`config.mk`:
```
export PLATFORM = sky130hd
export DESIGN_NAME = arb_seq
export DESIGN_NICKNAME = d
export VERILOG_FILES = /design/src/rtl/arb_seq.sv
export SDC_FILE = /design/constraint.sdc
export NUM_CORES = 1
export LEC_CHECK = 0
export ABC_AREA = 1
export BUFFER_PORTS_ARGS = -buffer_cell sky130_fd_sc_hd__clkbuf_2
export CORE_UTILIZATION = 59
export CTS_BUF_LIST = sky130_fd_sc_hd__clkbuf_4 sky130_fd_sc_hd__clkbuf_8 sky130_fd_sc_hd__clkbuf_16
export DETAILED_ROUTE_END_ITERATION = 12
export PLACE_DENSITY_LB_ADDON = 0.2
export SLEW_MARGIN = 20
export SYNTH_ARGS = -nofsm -noshare
export SYNTH_HDL_FRONTEND = slang
export SYNTH_SLANG_ARGS = --single-unit
export TNS_END_PERCENT = 30
```
`constraint.sdc`:
```
create_clock -name clk_i -period 3.6 [get_ports clk_i]
set_clock_uncertainty 0.1 [all_clocks]
set_input_delay 0.54 -clock clk_i [delete_from_list [all_inputs] [get_ports clk_i]]
set_output_delay 0.54 -clock clk_i [all_outputs]
set_load 0.01 [all_outputs]
```
`src/rtl/arb_seq.sv`:
```
// Sequential priority arbiter: latches an N-entry priority vector, then emits entries highest
// priority first (ties to lowest index) through a pipelined compare tree, ending with an empty token.
// Optional abort port enabled by defining ARB_SEQ_ABORT_EN.
module arb_seq #(
    parameter int unsigned N         = 64,
    parameter int unsigned PW        = 3,
    parameter int unsigned REG_EVERY = 2
) (
    input  logic                 clk_i,
    input  logic                 rst_i,
    input  logic                 in_valid_i,
    output logic                 in_ready_o,
    input  logic [N*PW-1:0]      in_prio_i,
    output logic                 out_valid_o,
    input  logic                 out_ready_i,
    output logic [$clog2(N)-1:0] out_square_o,
    output logic [PW-1:0]        out_prio_o,
    output logic                 out_empty_o
`ifdef ARB_SEQ_ABORT_EN
    ,
    input  logic                 abort_i
`endif
);

    localparam int unsigned L    = $clog2(N);
    localparam int unsigned IW   = L;
    localparam int unsigned LAT  = (L + REG_EVERY - 1) / REG_EVERY;
    localparam int unsigned CntW = (LAT > 1) ? $clog2(LAT) : 1;

    typedef logic [PW-1:0] prio_t;
    typedef logic [IW-1:0] idx_t;

    typedef enum logic [1:0] {
        StIdle,
        StEval,
        StOut
    } state_e;

    state_e            state_q, state_d;
    logic [N*PW-1:0]   vec_q, vec_d;
    logic [CntW-1:0]   cnt_q, cnt_d;
    idx_t              sq_q, sq_d;
    prio_t             pr_q, pr_d;
    logic              em_q, em_d;
    logic              abort_req;

`ifdef ARB_SEQ_ABORT_EN
    assign abort_req = abort_i;
`else
    assign abort_req = 1'b0;
`endif

    // Layer g of the tree holds N>>g nodes; a layer is registered when it closes a group of
    // REG_EVERY compare layers, except the root which lands directly in the output registers.
    function automatic logic stage_reg(input int g);
        return (g > 0) && (g < int'(L)) && ((g % int'(REG_EVERY)) == 0);
    endfunction

    prio_t tp_d [L+1][N];
    idx_t  ti_d [L+1][N];
    prio_t tp_q [L+1][N];
    idx_t  ti_q [L+1][N];
    prio_t root_prio;
    idx_t  root_idx;

    always_comb begin
        prio_t lp;
        prio_t rp;
        idx_t  li;
        idx_t  ri;
        lp = '0;
        rp = '0;
        li = '0;
        ri = '0;
        for (int g = 0; g <= int'(L); g++) begin
            for (int k = 0; k < int'(N); k++) begin
                tp_d[g][k] = '0;
                ti_d[g][k] = '0;
            end
        end
        for (int k = 0; k < int'(N); k++) begin
            tp_d[0][k] = vec_q[k*PW +: PW];
            ti_d[0][k] = idx_t'(k);
        end
        for (int g = 0; g < int'(L); g++) begin
            for (int k = 0; k < int'(N / 2); k++) begin
                if (k < int'(N >> (g + 1))) begin
                    if (stage_reg(g)) begin
                        lp = tp_q[g][2*k];
                        rp = tp_q[g][2*k+1];
                        li = ti_q[g][2*k];
                        ri = ti_q[g][2*k+1];
                    end else begin
                        lp = tp_d[g][2*k];
                        rp = tp_d[g][2*k+1];
                        li = ti_d[g][2*k];
                        ri = ti_d[g][2*k+1];
                    end
                    // Strictly greater on the right wins; equal keeps the lower index.
                    if (rp > lp) begin
                        tp_d[g+1][k] = rp;
                        ti_d[g+1][k] = ri;
                    end else begin
                        tp_d[g+1][k] = lp;
                        ti_d[g+1][k] = li;
                    end
                end
            end
        end
    end

    assign root_prio = tp_d[L][0];
    assign root_idx  = ti_d[L][0];

    // Intermediate pipeline stages carry no reset; they are only meaningful during EVAL.
    always_ff @(posedge clk_i) begin
        for (int g = 0; g <= int'(L); g++) begin
            if (stage_reg(g)) begin
                for (int k = 0; k < int'(N); k++) begin
                    tp_q[g][k] <= tp_d[g][k];
                    ti_q[g][k] <= ti_d[g][k];
                end
            end
        end
    end

    always_comb begin
        state_d = state_q;
        vec_d   = vec_q;
        cnt_d   = cnt_q;
        sq_d    = sq_q;
        pr_d    = pr_q;
        em_d    = em_q;
        unique case (state_q)
            StIdle: begin
                if (in_valid_i) begin
                    vec_d   = in_prio_i;
                    cnt_d   = '0;
                    state_d = StEval;
                end
            end
            StEval: begin
                if (cnt_q == CntW'(LAT - 1)) begin
                    em_d    = (root_prio == '0);
                    sq_d    = (root_prio == '0) ? '0 : root_idx;
                    pr_d    = root_prio;
                    state_d = StOut;
                end else begin
                    cnt_d = cnt_q + CntW'(1);
                end
            end
            StOut: begin
                if (out_ready_i) begin
                    if (em_q) begin
                        state_d = StIdle;
                    end else begin
                        vec_d[sq_q*PW +: PW] = '0;
                        cnt_d                = '0;
                        state_d              = StEval;
                    end
                end
            end
            default: state_d = StIdle;
        endcase
        // A concurrent handshake still counts as consumed; the sequence just ends here.
        if (abort_req && (state_q != StIdle)) begin
            state_d = StIdle;
            vec_d   = '0;
        end
    end

    always_ff @(posedge clk_i) begin
        if (rst_i) begin
            state_q <= StIdle;
            vec_q   <= '0;
            cnt_q   <= '0;
            sq_q    <= '0;
            pr_q    <= '0;
            em_q    <= 1'b0;
        end else begin
            state_q <= state_d;
            vec_q   <= vec_d;
            cnt_q   <= cnt_d;
            sq_q    <= sq_d;
            pr_q    <= pr_d;
            em_q    <= em_d;
        end
    end

    assign in_ready_o   = (state_q == StIdle);
    assign out_valid_o  = (state_q == StOut);
    assign out_square_o = sq_q;
    assign out_prio_o   = pr_q;
    assign out_empty_o  = em_q;

    hold_stable_a : assert property (@(posedge clk_i) disable iff (rst_i)
        (out_valid_o && !out_ready_i && !abort_req) |=>
        (out_valid_o && $stable(out_square_o) && $stable(out_prio_o) && $stable(out_empty_o)));

endmodule

```
== After elaboration in Yosys (flattened, before gate mapping) ==
Memory sizes are Yosys's and may differ from the RTL's.
Cells that the tools add are included.

* Logic and storage cells: 234
* Register bits: 206
* Output and inout port bits: 12
* Memories kept: 2
* Input port bits: 196
* Memory bits (writable): 868

* Multiplexer cells: 142
* Eq/ne operators: 8
* Reductions and logical operators: 8
* Shift-type cells: 2
* Multiply operators: 1
* $add $sub $neg: 2
* $lt $le $gt $ge: 63

{| class="wikitable"
|+ Memory list
! name !! depth !! width !! rd ports !! clocked after Yosys merged registers in !! wr ports !! RTL line !! RTL
|-
| ti_q || 7 || 76 || 2 || 0 || 2 || 62 || <nowiki>idx_t ti_q [L+1][N];</nowiki>
|-
| tp_q || 7 || 48 || 2 || 0 || 2 || 61 || <nowiki>prio_t tp_q [L+1][N];</nowiki>
|}

{| class="wikitable"
|+ Operators by type and width
! cell !! count
|-
| two-way mux 192 bit || 3
|-
| case mux 192 bit (2 select lines) || 1
|-
| bitwise mux 192 bit || 1
|-
| variable shift 3 x 34 -> 192 bit, first input constant || 1
|-
| indexed part select 3 x 34 -> 192 bit, first input constant || 1
|-
| > comparator 3 bit || 63
|-
| two-way mux 3 bit || 63
|-
| two-way mux 6 bit || 16
|-
| two-way mux 2 bit || 23
|-
| negation 8 -> 34 bit || 1
|-
| two-way mux 1 bit || 33
|-
| case mux 2 bit (3 select lines) || 2
|-
| multiplier 6 x 2 -> 8 bit, second input constant || 1
|-
| inequality test 2 bit, second input constant || 4
|-
| AND reduction 5 bit || 1
|-
| == test 2 bit, second input constant || 2
|-
| AND reduction 4 bit || 1
|-
| logical NOT 3 bit || 1
|-
| AND reduction 3 bit || 1
|-
| nonzero test 3 bit || 1
|-
| adder 2 x 1 -> 2 bit, second input constant || 1
|-
| == test 2 x 1 -> 1 bit, second input constant || 1
|-
| logical NOT 2 bit || 1
|-
| inequality test 2 x 1 -> 1 bit, second input constant || 1
|-
| other kinds (2) || 2
|}

== Depth between registers and ports, before layout ==
* Word-level depth: 7
* Mapped depth: 18
* Mapped depth without buffers: 18

== Least setup slack after synthesis ==
OpenSTA, ideal clock, no wires.

* Kind: flip-flop to flip-flop
* Start point: mem tp_q[4][47] (netlist name)
* End point: reg sq_q[0], in the netlist out_square_o[0]
* Required time: 3.368 ns
* Arrival: 2.580 ns
* Stages on the path, launching flop included: 18
* Setup slack: 0.787 ns
* Clock period less this slack: 2.813 ns
* Path through: dfxtp_1 inv_1 ha_1 a21oi_1 nand2_1 nand2_1 nand2_1 and2_1 ha_1 nand2_1 nor2_1 nor2_1 nor2_1 nand3_1 nand2_1 nand3_1 nand2_1 a21oi_1

{| class="wikitable"
|+ RTL lines
! item !! RTL line !! RTL
|-
| start: declaration || 61 ||
|-
| end signal: assignment || 184 || <nowiki>sq_q <= sq_d;</nowiki>
|-
| end: declaration || 42 || <nowiki>idx_t sq_q, sq_d;</nowiki>
|}

==> metrics.txt <==
synthesis-stage register bit count=around 310; hold_ws=around 170 ps; Static Leak=about 9.7 nW; TritonCTS buffer count=36; count of different cell masters after synthesis=33; Worst setup SP type=flip-flop; first-pass GRT wire length=about 80000 um; clock buffer depth=3; PortBufs=just over 200; worst min-delay path class=input pin to flip-flop; Final Max Slew Viols=0; CTS sink cnt=between 300 and 400; worst-path maximum fanout=8; Post-Syn Area=between 0.015 and 0.02 mm^2; CTS Hold Bufs=0; total power=roughly 19 mW; Setup Fix Bufs, Post-CTS=0; CTS H-tree depth=2; kind of critical path=flip-flop to flip-flop; hold path start=in_prio_i[81]; CTS tree=built; Syn-to-layout area delta=14.30%; crit path DAT=3480 ps; Clock Pin Slew Worst Setup and Hold Paths=about 60 ps; DRT Pass-1 Iters=5; fmax=311.0 MHz; dpl cells=3141; core area=around 0.030 mm^2; Syn Area/Cell=~7 um^2; PwrDens=about 940 mW/mm^2; Hold EP=vec_q[81]; outcome=complete, no violations; Post-synth EDFFs=0; VDD IR-drop max=approximately 0.64 mV; total grt overflow=0; filler instances=between 2000 and 3000; Setup TNS=0 ps; I/O pin cnt=around 210; row cnt=63; post_cts resized=0; Post-synth ARST share=0%; ys flop type=dfxtp_1; Worst Tran Pin Value=a little over 1000 ps; Rel. slew slack=~32%; initial antenna violation count=0; Setup WS post-layout=384.8 ps; Reg2Reg Setup Slack=380 ps; dpl hpwl=approximately 37000 um; Ys Warns=0; total number of vias=about 18000; Crit. End Element=flip-flop; largest net degree at the start of global routing=90; die area=slightly above 0.03 mm^2; Critical Path RT=3860 ps; Root Buffer=clkbuf_16; RSZ-0062 raised after global routing=no; Clock Latency Late Sink=between 500 and 600 ps; register area share after synthesis=35.00%; setup violators final=0; Hold Fails Final Rpt=0; Tcrit/Tclk final=between 80% and 90%; Global Route Usage Sum=31.70%; vias per std cell=roughly 5.6; # DRC=0; Ant. Diodes=0; fin crit period=about 3200 ps; Routed Antenna Nets=0; Initial Util=roughly 60%; vias in the first global route=17060; worst slack, placed=approximately 530 ps; Mapped Cells=~2600; drt wl/cell=~15 um; post-layout net count=roughly 3200; R2R depth=16; Final Non-Filler Cells=between 3000 and 4000; RR Startpoint=tp_q[4][41]; RR Endpoint=out_square_o[3]; Max Cap Viol=0; Cells on Worst Hold Path=3; Final Routed Wirelength=49540 um; chip width=about 180 um; layout cells sized above 1=between 10% and 20%; post-synth net total=roughly 3000; Die Ht=176.5 um; 1st-iter DRT viols=between 1000 and 1500; RePlAce Congestion=just over 0.9
## power by group
part	switching (mW)	total, mW	internal (mW)
sequential	0.462	4.97	4.51
clock	1.47	3.84	2.36
combinational	7.07	10.6	3.51
## cells in the final DEF, fill, tap and decap left out, drive strengths merged
cell / instances
clkinvlp: 2
or2: 2
and2: 2
o211a: 1
clkinv: 13
clkbuf: 255
a32oi: 7
xor2: 1
a211oi: 1
o22ai: 9
ha: 194
nand3: 308
a31oi: 1
nand3b: 6
o21ai: 235
inv: 234
buf: 24
a21oi: 291
bufinv: 4
dfxtp: 314
nand4: 8
o211ai: 3
nand2: 616
nor3: 1
nor2: 282
## per-layer routing
layer	wire, um	global-route usage (%)	part of all wire, %	vias up
li1	-	-	-	9043
met1	21100	38.11	43	8161
met2	23500	55.71	47	541
met3	2834	4.587	5.7	135
met4	2104	14.40	4.2	0
met5	0	0	0	-
## final cells by class
cell class                 instances  area, um^2  area share, %
multi-input combinational       1968       10350          50.44
sequential                       314        6287          30.63
timing repair buffer             230        1249          6.082
clock buffer                      49        1066          5.193
inverter                         239       902.1          4.394
tap                              390       488.0          2.377
clock inverter                    14       182.7         0.8898
## synthesized netlist by cell type (4+ instances only)
master    number  area (um^2)
nor2_2         7        43.79
buf_1         11        41.29
buf_2         17        85.08
inv_1        229        859.6
nand3b_1       6        45.04
o22ai_1        9        56.30
nand2_1      613         2301
o21ai_0      224         1121
buf_4         17        127.6
nand3_1      308         1541
ha_1         194         2427
nand4_1        8        50.05
a21oi_1      288         1441
a32oi_1        4        35.03
dfxtp_1      314         6286
o21ai_1       11        55.05
clkbuf_1      44        165.2
nor2_1       275         1032
clkinv_1       7        26.28
## per-stage QoR
| stage | area (um^2) | utilization, % |
|---|---|---|
| 2_1_floorplan | 17960 | - |
| 3_3_place_gp | 19280 | 64.71 |
| 3_5_place_dp | 19280 | 64.71 |
| 4_1_cts | 20530 | 68.90 |
| 5_1_grt | 20530 | 68.90 |
| 6_report | 20530 | 68.90 |
## worst max path at each step
stage / start / end / slack [ps] / cells after the start
after floorplan: tp_q[4][47] / out_square_o[0] / 790 / 17
final: tp_q[4][41] / out_square_o[3] / 380 / 16
after global placement: tp_q[4][47] / out_square_o[3] / 560 / 17
after global routing: tp_q[2][11] / tp_q[4][36] / 130 / 14
after CTS: tp_q[4][41] / out_square_o[3] / 450 / 16
after detailed placement: tp_q[4][41] / out_square_o[5] / 530 / 16
## kinds of logic after synthesis
group / count (synthesis) / synth area share [%]
AND/OR/NAND/NOR: 1225 / 28.25
buffers and inverters: 329 / 7.391
AO/OA/AOI/OAI: 548 / 15.76
XOR/XNOR: 1 / 0.09059
adder cells (fa/ha/maj): 194 / 13.51
flip-flops: 314 / 35.00
## flip-flops by register name, indices dropped and copies added, names as in the netlist
| signal | flops |
|---|---|
| cnt_q | 2 |
| out_empty_o | 1 |
| out_prio_o | 3 |
| out_square_o | 6 |
| state_q | 2 |
| ti_q | 48 |
| tp_q | 60 |
| vec_q | 192 |
## worst max-delay path, stage by stage (launching register included)
cell and delay (ps):
dfxtp_1 340, inv_1 60, ha_1 310, a21oi_1 220
nand2_1 210, nand2_1 240, nand2_1 110, and2_1 160
ha_1 270, inv_1 50, o22ai_1 200, buf_4 190
nand3_1 90, nand2_1 100, nand3_1 240, nand2_1 130
a21oi_1 60
No activity file was read; power rests on OpenSTA's default activity.
